[src/rtl/adc_pkg.sv]
// Shared constants and types for the ADC channel averager.
// Alarm state encoding and accumulator width helper.
package adc_pkg;

  localparam int ADC_DATA_W = 12;
  localparam int ADC_CH_W   = 3;
  localparam int ADC_MAX_CH = 8;

  typedef enum logic {
    NORMAL = 1'b0,
    ALARM  = 1'b1
  } alarm_t;

  // Summing 2^l2 samples of dw bits needs dw+l2 bits.
  function automatic int acc_w(input int dw, input int l2);
    return dw + l2;
  endfunction

endpackage

[src/rtl/adc_chan_accum.sv]
// One channel: boxcar accumulator, stored average and
// hysteresis alarm FSM.
module adc_chan_accum
  import adc_pkg::*;
#(
  parameter int DATA_W   = ADC_DATA_W,
  parameter int AVG_LOG2 = 3
) (
  input  logic              iCLK,
  input  logic              iRST,
  input  logic              hit,
  input  logic [DATA_W-1:0] data,
  input  logic              clr,
  input  logic [DATA_W-1:0] thr_hi,
  input  logic [DATA_W-1:0] thr_lo,
  output logic [DATA_W-1:0] avg,
  output logic              done,
  output logic              avg_vld,
  output logic              alarm,
  output logic              alarm_rise
);

  localparam int ACC_W = acc_w(DATA_W, AVG_LOG2);
  localparam int CNT_W = (AVG_LOG2 > 0) ? AVG_LOG2 : 1;
  localparam logic [CNT_W-1:0] CNT_LAST =
    CNT_W'((1 << AVG_LOG2) - 1);

  logic [ACC_W-1:0] acc;
  logic [ACC_W-1:0] sum;
  logic [CNT_W-1:0] cnt;
  alarm_t           state;
  alarm_t           state_nx;

  assign sum   = acc + ACC_W'(data);
  assign alarm = (state == ALARM);

  // Accumulate; on the last sample publish the average.
  always_ff @(posedge iCLK) begin
    if (!iRST || clr) begin
      acc     <= '0;
      cnt     <= '0;
      avg     <= '0;
      avg_vld <= 1'b0;
      done    <= 1'b0;
    end else begin
      done <= 1'b0;
      if (hit) begin
        if (cnt == CNT_LAST) begin
          avg     <= DATA_W'(sum >> AVG_LOG2);
          acc     <= '0;
          cnt     <= '0;
          avg_vld <= 1'b1;
          done    <= 1'b1;
        end else begin
          acc <= sum;
          cnt <= cnt + CNT_W'(1);
        end
      end
    end
  end

  // Alarm next state; done marks a fresh avg to evaluate.
  always_comb begin
    state_nx   = state;
    alarm_rise = 1'b0;
    if (done && !clr) begin
      unique case (state)
        NORMAL: begin
          if (avg > thr_hi) begin
            state_nx   = ALARM;
            alarm_rise = 1'b1;
          end
        end
        ALARM: begin
          if (avg < thr_lo) state_nx = NORMAL;
        end
        default: state_nx = NORMAL;
      endcase
    end
  end

  // Alarm state register.
  always_ff @(posedge iCLK) begin
    if (!iRST || clr) state <= NORMAL;
    else              state <= state_nx;
  end

endmodule

[src/rtl/adc_chan_avg.sv]
// Per-channel boxcar averager with register read port,
// done tagging and sticky high-level alarm interrupt.
module adc_chan_avg
  import adc_pkg::*;
#(
  parameter int NUM_CH   = ADC_MAX_CH,
  parameter int DATA_W   = ADC_DATA_W,
  parameter int AVG_LOG2 = 3
) (
  input  logic                iCLK,
  input  logic                iRST,
  input  logic                iVALID,
  input  logic [2:0]          iCH,
  input  logic [DATA_W-1:0]   iDATA,
  input  logic                iCLR,
  input  logic [DATA_W-1:0]   iTHR_HI,
  input  logic [DATA_W-1:0]   iTHR_LO,
  input  logic [2:0]          iRD_CH,
  output logic [DATA_W-1:0]   oRD_DATA,
  output logic [NUM_CH-1:0]   oAVG_VLD,
  output logic                oDONE,
  output logic [2:0]          oDONE_CH,
  output logic [NUM_CH-1:0]   oALARM,
  output logic                oIRQ,
  input  logic                iIRQ_CLR
);

  logic [NUM_CH-1:0] hit;
  logic [NUM_CH-1:0] done;
  logic [NUM_CH-1:0] rise;
  logic [DATA_W-1:0] avg [NUM_CH];
  logic [DATA_W-1:0] rd_sel;
  logic [2:0]        done_ch;

  // Channel decode; tags at or above NUM_CH match nothing.
  always_comb begin
    hit = '0;
    for (int i = 0; i < NUM_CH; i++) begin
      hit[i] = iVALID && (iCH == ADC_CH_W'(i));
    end
  end

  for (genvar g = 0; g < NUM_CH; g++) begin : g_ch
    adc_chan_accum #(
      .DATA_W   (DATA_W),
      .AVG_LOG2 (AVG_LOG2)
    ) u_ch (
      .iCLK       (iCLK),
      .iRST       (iRST),
      .hit        (hit[g]),
      .data       (iDATA),
      .clr        (iCLR),
      .thr_hi     (iTHR_HI),
      .thr_lo     (iTHR_LO),
      .avg        (avg[g]),
      .done       (done[g]),
      .avg_vld    (oAVG_VLD[g]),
      .alarm      (oALARM[g]),
      .alarm_rise (rise[g])
    );
  end

  // At most one channel completes per cycle; encode it.
  always_comb begin
    done_ch = '0;
    for (int i = 0; i < NUM_CH; i++) begin
      if (done[i]) done_ch = ADC_CH_W'(i);
    end
  end

  assign oDONE    = |done;
  assign oDONE_CH = done_ch;

  // Read mux; out-of-range channels read as zero.
  always_comb begin
    rd_sel = '0;
    for (int i = 0; i < NUM_CH; i++) begin
      if (iRD_CH == ADC_CH_W'(i)) rd_sel = avg[i];
    end
  end

  // Registered read data.
  always_ff @(posedge iCLK) begin
    if (!iRST) oRD_DATA <= '0;
    else       oRD_DATA <= rd_sel;
  end

  // Sticky IRQ; a new alarm beats a coincident clear.
  always_ff @(posedge iCLK) begin
    if (!iRST || iCLR) oIRQ <= 1'b0;
    else if (|rise)    oIRQ <= 1'b1;
    else if (iIRQ_CLR) oIRQ <= 1'b0;
  end

endmodule
[config.mk]
export PLATFORM = sky130hd
export DESIGN_NAME = adc_chan_avg
export DESIGN_NICKNAME = d
export VERILOG_FILES = /design/src/rtl/adc_pkg.sv /design/src/rtl/adc_chan_accum.sv /design/src/rtl/adc_chan_avg.sv
export SDC_FILE = /design/constraint.sdc
export NUM_CORES = 1
export LEC_CHECK = 0
export CAP_MARGIN = 20
export CORE_UTILIZATION = 58
export CTS_CLUSTER_SIZE = 20
export DETAILED_ROUTE_END_ITERATION = 10
export PLACE_DENSITY = 0.75
export RECOVER_POWER = 25
export SYNTH_ARGS = -nofsm -noshare
export SYNTH_HDL_FRONTEND = slang
export SYNTH_SLANG_ARGS = --single-unit
[constraint.sdc]
create_clock -name iCLK -period 4.87 [get_ports iCLK]
set_clock_uncertainty 0.1 [all_clocks]
set_input_delay 1.461 -clock iCLK [delete_from_list [all_inputs] [get_ports iCLK]]
set_output_delay 1.461 -clock iCLK [all_outputs]
set_load 0.01 [all_outputs]
Word level (Yosys, flattened, before mapping)
Index checks and enable logic that the tools add are counted.
- bits in registers: 277
- input port bits: 47
- output and inout bits: 33
- word-level logic and storage cells: 241
- add/sub/neg operators: 16
- order comparisons: 16
- equal/unequal tests: 22
- muxes and demuxes: 81
- bitwise operators: 16
- reductions and logical operators: 40
- operators with widths (cell ; number):
    15-bit by 12-bit adder with 15-bit output ; 8
    15-bit two-way mux ; 8
    12-bit > comparator ; 8
    12-bit less-than comparator ; 8
    12-bit two-way mux ; 8
    3-bit == test, second input constant ; 16
    1-bit two-way mux ; 43
    3-bit two-way mux ; 14
    3-bit by 1-bit adder with 3-bit output, second input constant ; 8
    1-bit logical AND ; 16
    1-bit NOT ; 16
    1-bit one-hot mux with 2 select lines ; 8
    2-bit AND reduction ; 8
    2-bit OR reduction ; 8
    8-bit OR reduction ; 2
    3-bit by 2-bit == test with 1-bit output, second input constant ; 4
    3-bit by 1-bit == test with 1-bit output, second input constant ; 2
    3-bit zero test ; 2
    1-bit zero test ; 2
    2-bit nonzero test ; 1
    1-bit logical OR ; 1

Longest topological paths before layout
- depth in word-level cells: 9
- gate-level depth with buffers: 10
- mapped depth without buffers: 10

Cells and area by module
A second synthesis with hierarchy kept.
- cells, all modules: 2438
- area, all modules: 20395.8 um^2
- by module, submodules not included (module ; instances ; cells each ; area each (um^2) ; sequential area each (um^2)):
    adc_chan_accum at g_ch[0].u_ch ... ; 7 ; 285 ; 2378.5 ; 660.6
    adc_chan_accum at g_ch[2].u_ch ; 1 ; 305 ; 2489.9 ; 660.6
    adc_chan_avg ; 1 ; 138 ; 1256.2 ; 260.2

Worst setup path after synthesis
OpenSTA, ideal clock, no wires.
- kind: input-to-reg
- start point: in iDATA[1]
- end point: reg g_ch[6].u_ch.avg[9]
- setup time: 62 ps
- data arrival time: 3640 ps
- required time: 4708 ps
- path slack: 1067 ps
- cell stages on the path: 9
- path buffers: 0
- path through: inv_1 > fa_1 > and2b_1 > o31a_1 > a2bb2oi_1 > a41o_1 > a31oi_2 > or4_1 > nand3_1
- word-level cells in the longest chain between the ends: 1
- ends and longest elaborated chain (what ; RTL line ; text):
    from (decl) ; adc_chan_avg.sv:14 ; input logic [DATA_W-1:0] iDATA,
    15-bit by 12-bit adder with 15-bit output ; adc_chan_accum.sv:34 ; assign sum = acc + ACC_W'(data);
    to (signal assigned) ; adc_chan_accum.sv:49 ; avg <= DATA_W'(sum >> AVG_LOG2);
    to (decl) ; adc_chan_accum.sv:16 ; output logic [DATA_W-1:0] avg,
Every way passes these cells.
A chain may end at the register's enable or synchronous reset.

Worst setup path after layout
- start point: in iCLR
- end point: reg g_ch[2].u_ch.acc[14]
- word-level cells in the longest chain between the ends: 1
- ends and longest elaborated chain (what ; RTL line ; text):
    from (decl) ; adc_chan_avg.sv:15 ; input logic iCLR,
    1-bit logical OR ; adc_chan_accum.sv:39 ; if (!iRST || clr) begin
    to (signal assigned) ; adc_chan_accum.sv:55 ; acc <= sum;
    to (decl) ; adc_chan_accum.sv:28 ; logic [ACC_W-1:0] acc;
Every way passes these cells.

==> flow_summary_export.csv <==
group,metric,value,unit
clock_tree,insertion_delay,0.60,ns
synthesis,syn_avg_cell_area,8.245,um2
sta,min_period,4.389,ns
place,portBuffers,79,
status,failed_checks,"max-capacitance violations, max-slew violations",
worst_setup_path,crit_required,5.25,ns
cells_and_area,mostFrequentLayoutCells,"ha_1, dfxtp_1, nor2_1",
floorplanning,row_count,66,
floorplanning,fp.dieW,185.9,um
grt,track_usage,37.74,%
clock_tree,cts_num_sinks,277,
job,drv_cap,1,
clock_tree,clk_pin_slew_worst_paths,0.06,ns
pwr,power_density,242.8,nW/um2
worst_setup_path,r2r_setup_slack,2.03,ns
detailed_routing,post-route-drc-count,0,
cells_and_area,drive_gt1_share,6.677,%
min_path,hp-class,"reg2reg",
grt,antenna_found_initial,1,
cells_and_area,multi_input_area,13320,um2
status,status,"finished, violations left",
floorplanning,die_h,185.9,um
synthesis,syn_inst,2378,
clock_tree,postCtsHoldBufs,0,
grt,grt_max_degree,64,
synthesis,synthesis.area,19610,um2
clock_tree,cts_tree,"done",
place,dp_hpwl,48990,um
cells_and_area,seq_area,5545,um2
worst_setup_path,crit_start,"iCLR",
sta,fmax,227.8,MHz
place,gp_congestion,1.042,
worst_setup_path,rr_worst_depth,10,
worst_setup_path,worstSetupEndpoint,"g_ch[2].u_ch.acc[14]$_SDFFE_PP0P_",
detailed_routing,drt_wl_total,65350,um
cells_and_area,nets,2797,
floorplanning,ios,80,
synthesis,synth-edff-count,0,
sta,holdWs,0.3635,ns
sta,setup-tns-final,0,ns
synthesis,yosysSeqAreaShare,28.28,%
detailed_routing,drt_pass1_iterations,8,
synthesis,ys_async_sr_fraction,0,%
worst_setup_path,reg2reg_to,"g_ch[6].u_ch.avg[9]$_SDFFE_PP0P_",
detailed_routing,drt-initial-drc-count,2173,
clock_tree,cts_made_buffers,31,
worst_setup_path,critical_path_peak_fanout,46,
sta,worst_slew_pin_slew,1.587,ns
clock_tree,clock_tree.buffer_depth,3,
floorplanning,core,32870,um2
sta,drv_slew,26,
clock_tree,postCtsSetupRepairBufs,0,
worst_setup_path,rr_startpoint,"g_ch[6].u_ch.acc[0]$_SDFFE_PP0P_",
grt,grt_pass1_vias,17510,
cells_and_area,nFillCells,2770,
detailed_routing,ant_nets,0,
worst_setup_path,crit_path_end_kind,"register",
grt,grt-ovfl-total,0,
grt,grt_pass1_wl,99440,um
worst_setup_path,cp-start-kind,"primary input",
clock_tree,root_buffer,"clkbuf_16",
cells_and_area,layout_commonest_cell,"ha_1",
sta,finalHoldViolCount,0,
synthesis,synth_warnings,0,
floorplanning,die_area,34540,um2
synthesis,ys_ff_latch,277,
detailed_routing,post_drt_wl_per_cell,22.43,um
sta,slew_headroom,-5.789,%
floorplanning,initial_core_util,59.65,%
worst_setup_path,critPathArrivalTime,4.77,ns
pwr,p_leak,9.453,nW
synthesis,synth_area_leaders,"dfxtp_1, ha_1, a21oi_1",
sta,fin_crit_sh,90.13,%
detailed_routing,viasPerCell,6.577,
synthesis,synth_largest_area_cell,"dfxtp_1",
sta,rsz0062_at_grt,"false",
synthesis,yosys.area.top_type_share,28.28,%
detailed_routing,vias,19170,
cells_and_area,areaGrowthSynthToFinish,12.50,%
synthesis,synth_nets,2729,
synthesis,ys.flop_type,"dfxtp_1",
pwr,peakVddDrop,0.0002787,V
clock_tree,htreeDepth,1,
clock_tree,cts.repair.resized,0,
synthesis,synth.distinct_cells,79,
worst_setup_path,critical_path_class,"in2reg",
sta,setup_viol,0,
[sequential cells by signal (all words and copies together), names as in the netlist]
name / flops
g_ch.u_ch.acc: 120
g_ch.u_ch.avg: 96
g_ch.u_ch.avg_vld: 8
g_ch.u_ch.alarm: 8
g_ch.u_ch.cnt: 24
oRD_DATA: 12
oIRQ: 1
g_ch.u_ch.done: 8
[synth_stat cells, drive strengths merged, types with 26 or more instances]
cell type and instances:
inv 73, nand2 226, nand2b 29, xnor2 42, nor2b 29, dfxtp 277, a22oi 60, a21o 50
nand4 44, nor2 263, o21ai 94, a211oi 29, nor3 74, o21a 42, buf 26, or3 29
a21oi 226, ha 296, clkbuf 84, nand3 72
[power breakdown]
group / leakage [nW] / total, mW / switching [mW] / internal [mW]
sequential: 2.23 / 2.28 / 0.00580 / 2.28
combinational: 6.69 / 0.603 / 0.388 / 0.215
clock: 0.533 / 2.47 / 1.05 / 1.42
[cell families after synthesis]
group,synth area share [%]
AOI/OAI and AO/OA,23.08
xor gates and xnor gates,2.725
adders and majority gates,19.71
buffers and inverters,3.835
DFF,28.28
muxes,2.195
and+or+nand+nor,20.18
[worst min path at each step]
stage,slack (ns),cells past startpoint,endpoint,from
2_1_floorplan,0.34,2,g_ch[0].u_ch.cnt[2]$_SDFFE_PP0P_,g_ch[0].u_ch.cnt[2]$_SDFFE_PP0P_
3_3_place_gp,0.35,2,g_ch[4].u_ch.cnt[2]$_SDFFE_PP0P_,g_ch[4].u_ch.cnt[2]$_SDFFE_PP0P_
6_report,0.36,2,g_ch[0].u_ch.cnt[2]$_SDFFE_PP0P_,g_ch[0].u_ch.cnt[2]$_SDFFE_PP0P_
5_1_grt,0.38,2,g_ch[3].u_ch.cnt[2]$_SDFFE_PP0P_,g_ch[3].u_ch.cnt[2]$_SDFFE_PP0P_
3_5_place_dp,0.35,2,g_ch[0].u_ch.cnt[2]$_SDFFE_PP0P_,g_ch[0].u_ch.cnt[2]$_SDFFE_PP0P_
4_1_cts,0.36,2,g_ch[0].u_ch.cnt[2]$_SDFFE_PP0P_,g_ch[0].u_ch.cnt[2]$_SDFFE_PP0P_
[stage by stage]
stage / worst slack (ns) / util, % / power (mW) / cells / cell area [um2]
global placement: 0.2900 / 63.94 / 2.907 / 2855 / 21020
floorplan: 1.067 / - / 2.684 / 2378 / 19610
finish: 0.4807 / 67.11 / 5.355 / 2914 / 22060
CTS: 0.7825 / 67.15 / 5.357 / 2913 / 22070
global route: 0.3640 / 67.10 / 5.507 / 2913 / 22050
detailed placement: 0.2058 / 63.94 / 2.922 / 2855 / 21020
[critical path: stages]
cell	delay [ns]
dlygate4sd3_1	0.92
nand2b_1	1.26
buf_12	0.34
clkbuf_1	0.42
nor2_1	0.08
nand2_1	0.09
o31a_1	0.12
nand2_1	0.05
[layer usage]
layer	vias to the layer above	track usage, %	routed length, um
met2	920	58.39	28020
met3	209	6.652	6827
met4	6	16.52	3136
li1	8951	-	-
met1	9079	51.26	27330
met5	-	0	43
[final cells by class]
type / instances / share of cell area (%)
Sequential cell: 277 / 25.14
Clock buffer: 39 / 3.926
Antenna cell: 1 / 0.01135
Multi-Input combinational cell: 1918 / 60.38
Tap cell: 442 / 2.507
Timing Repair Buffer: 145 / 5.934
Inverter: 73 / 1.242
Clock inverter: 19 / 0.8623
(Power assumes the default switching activity.)
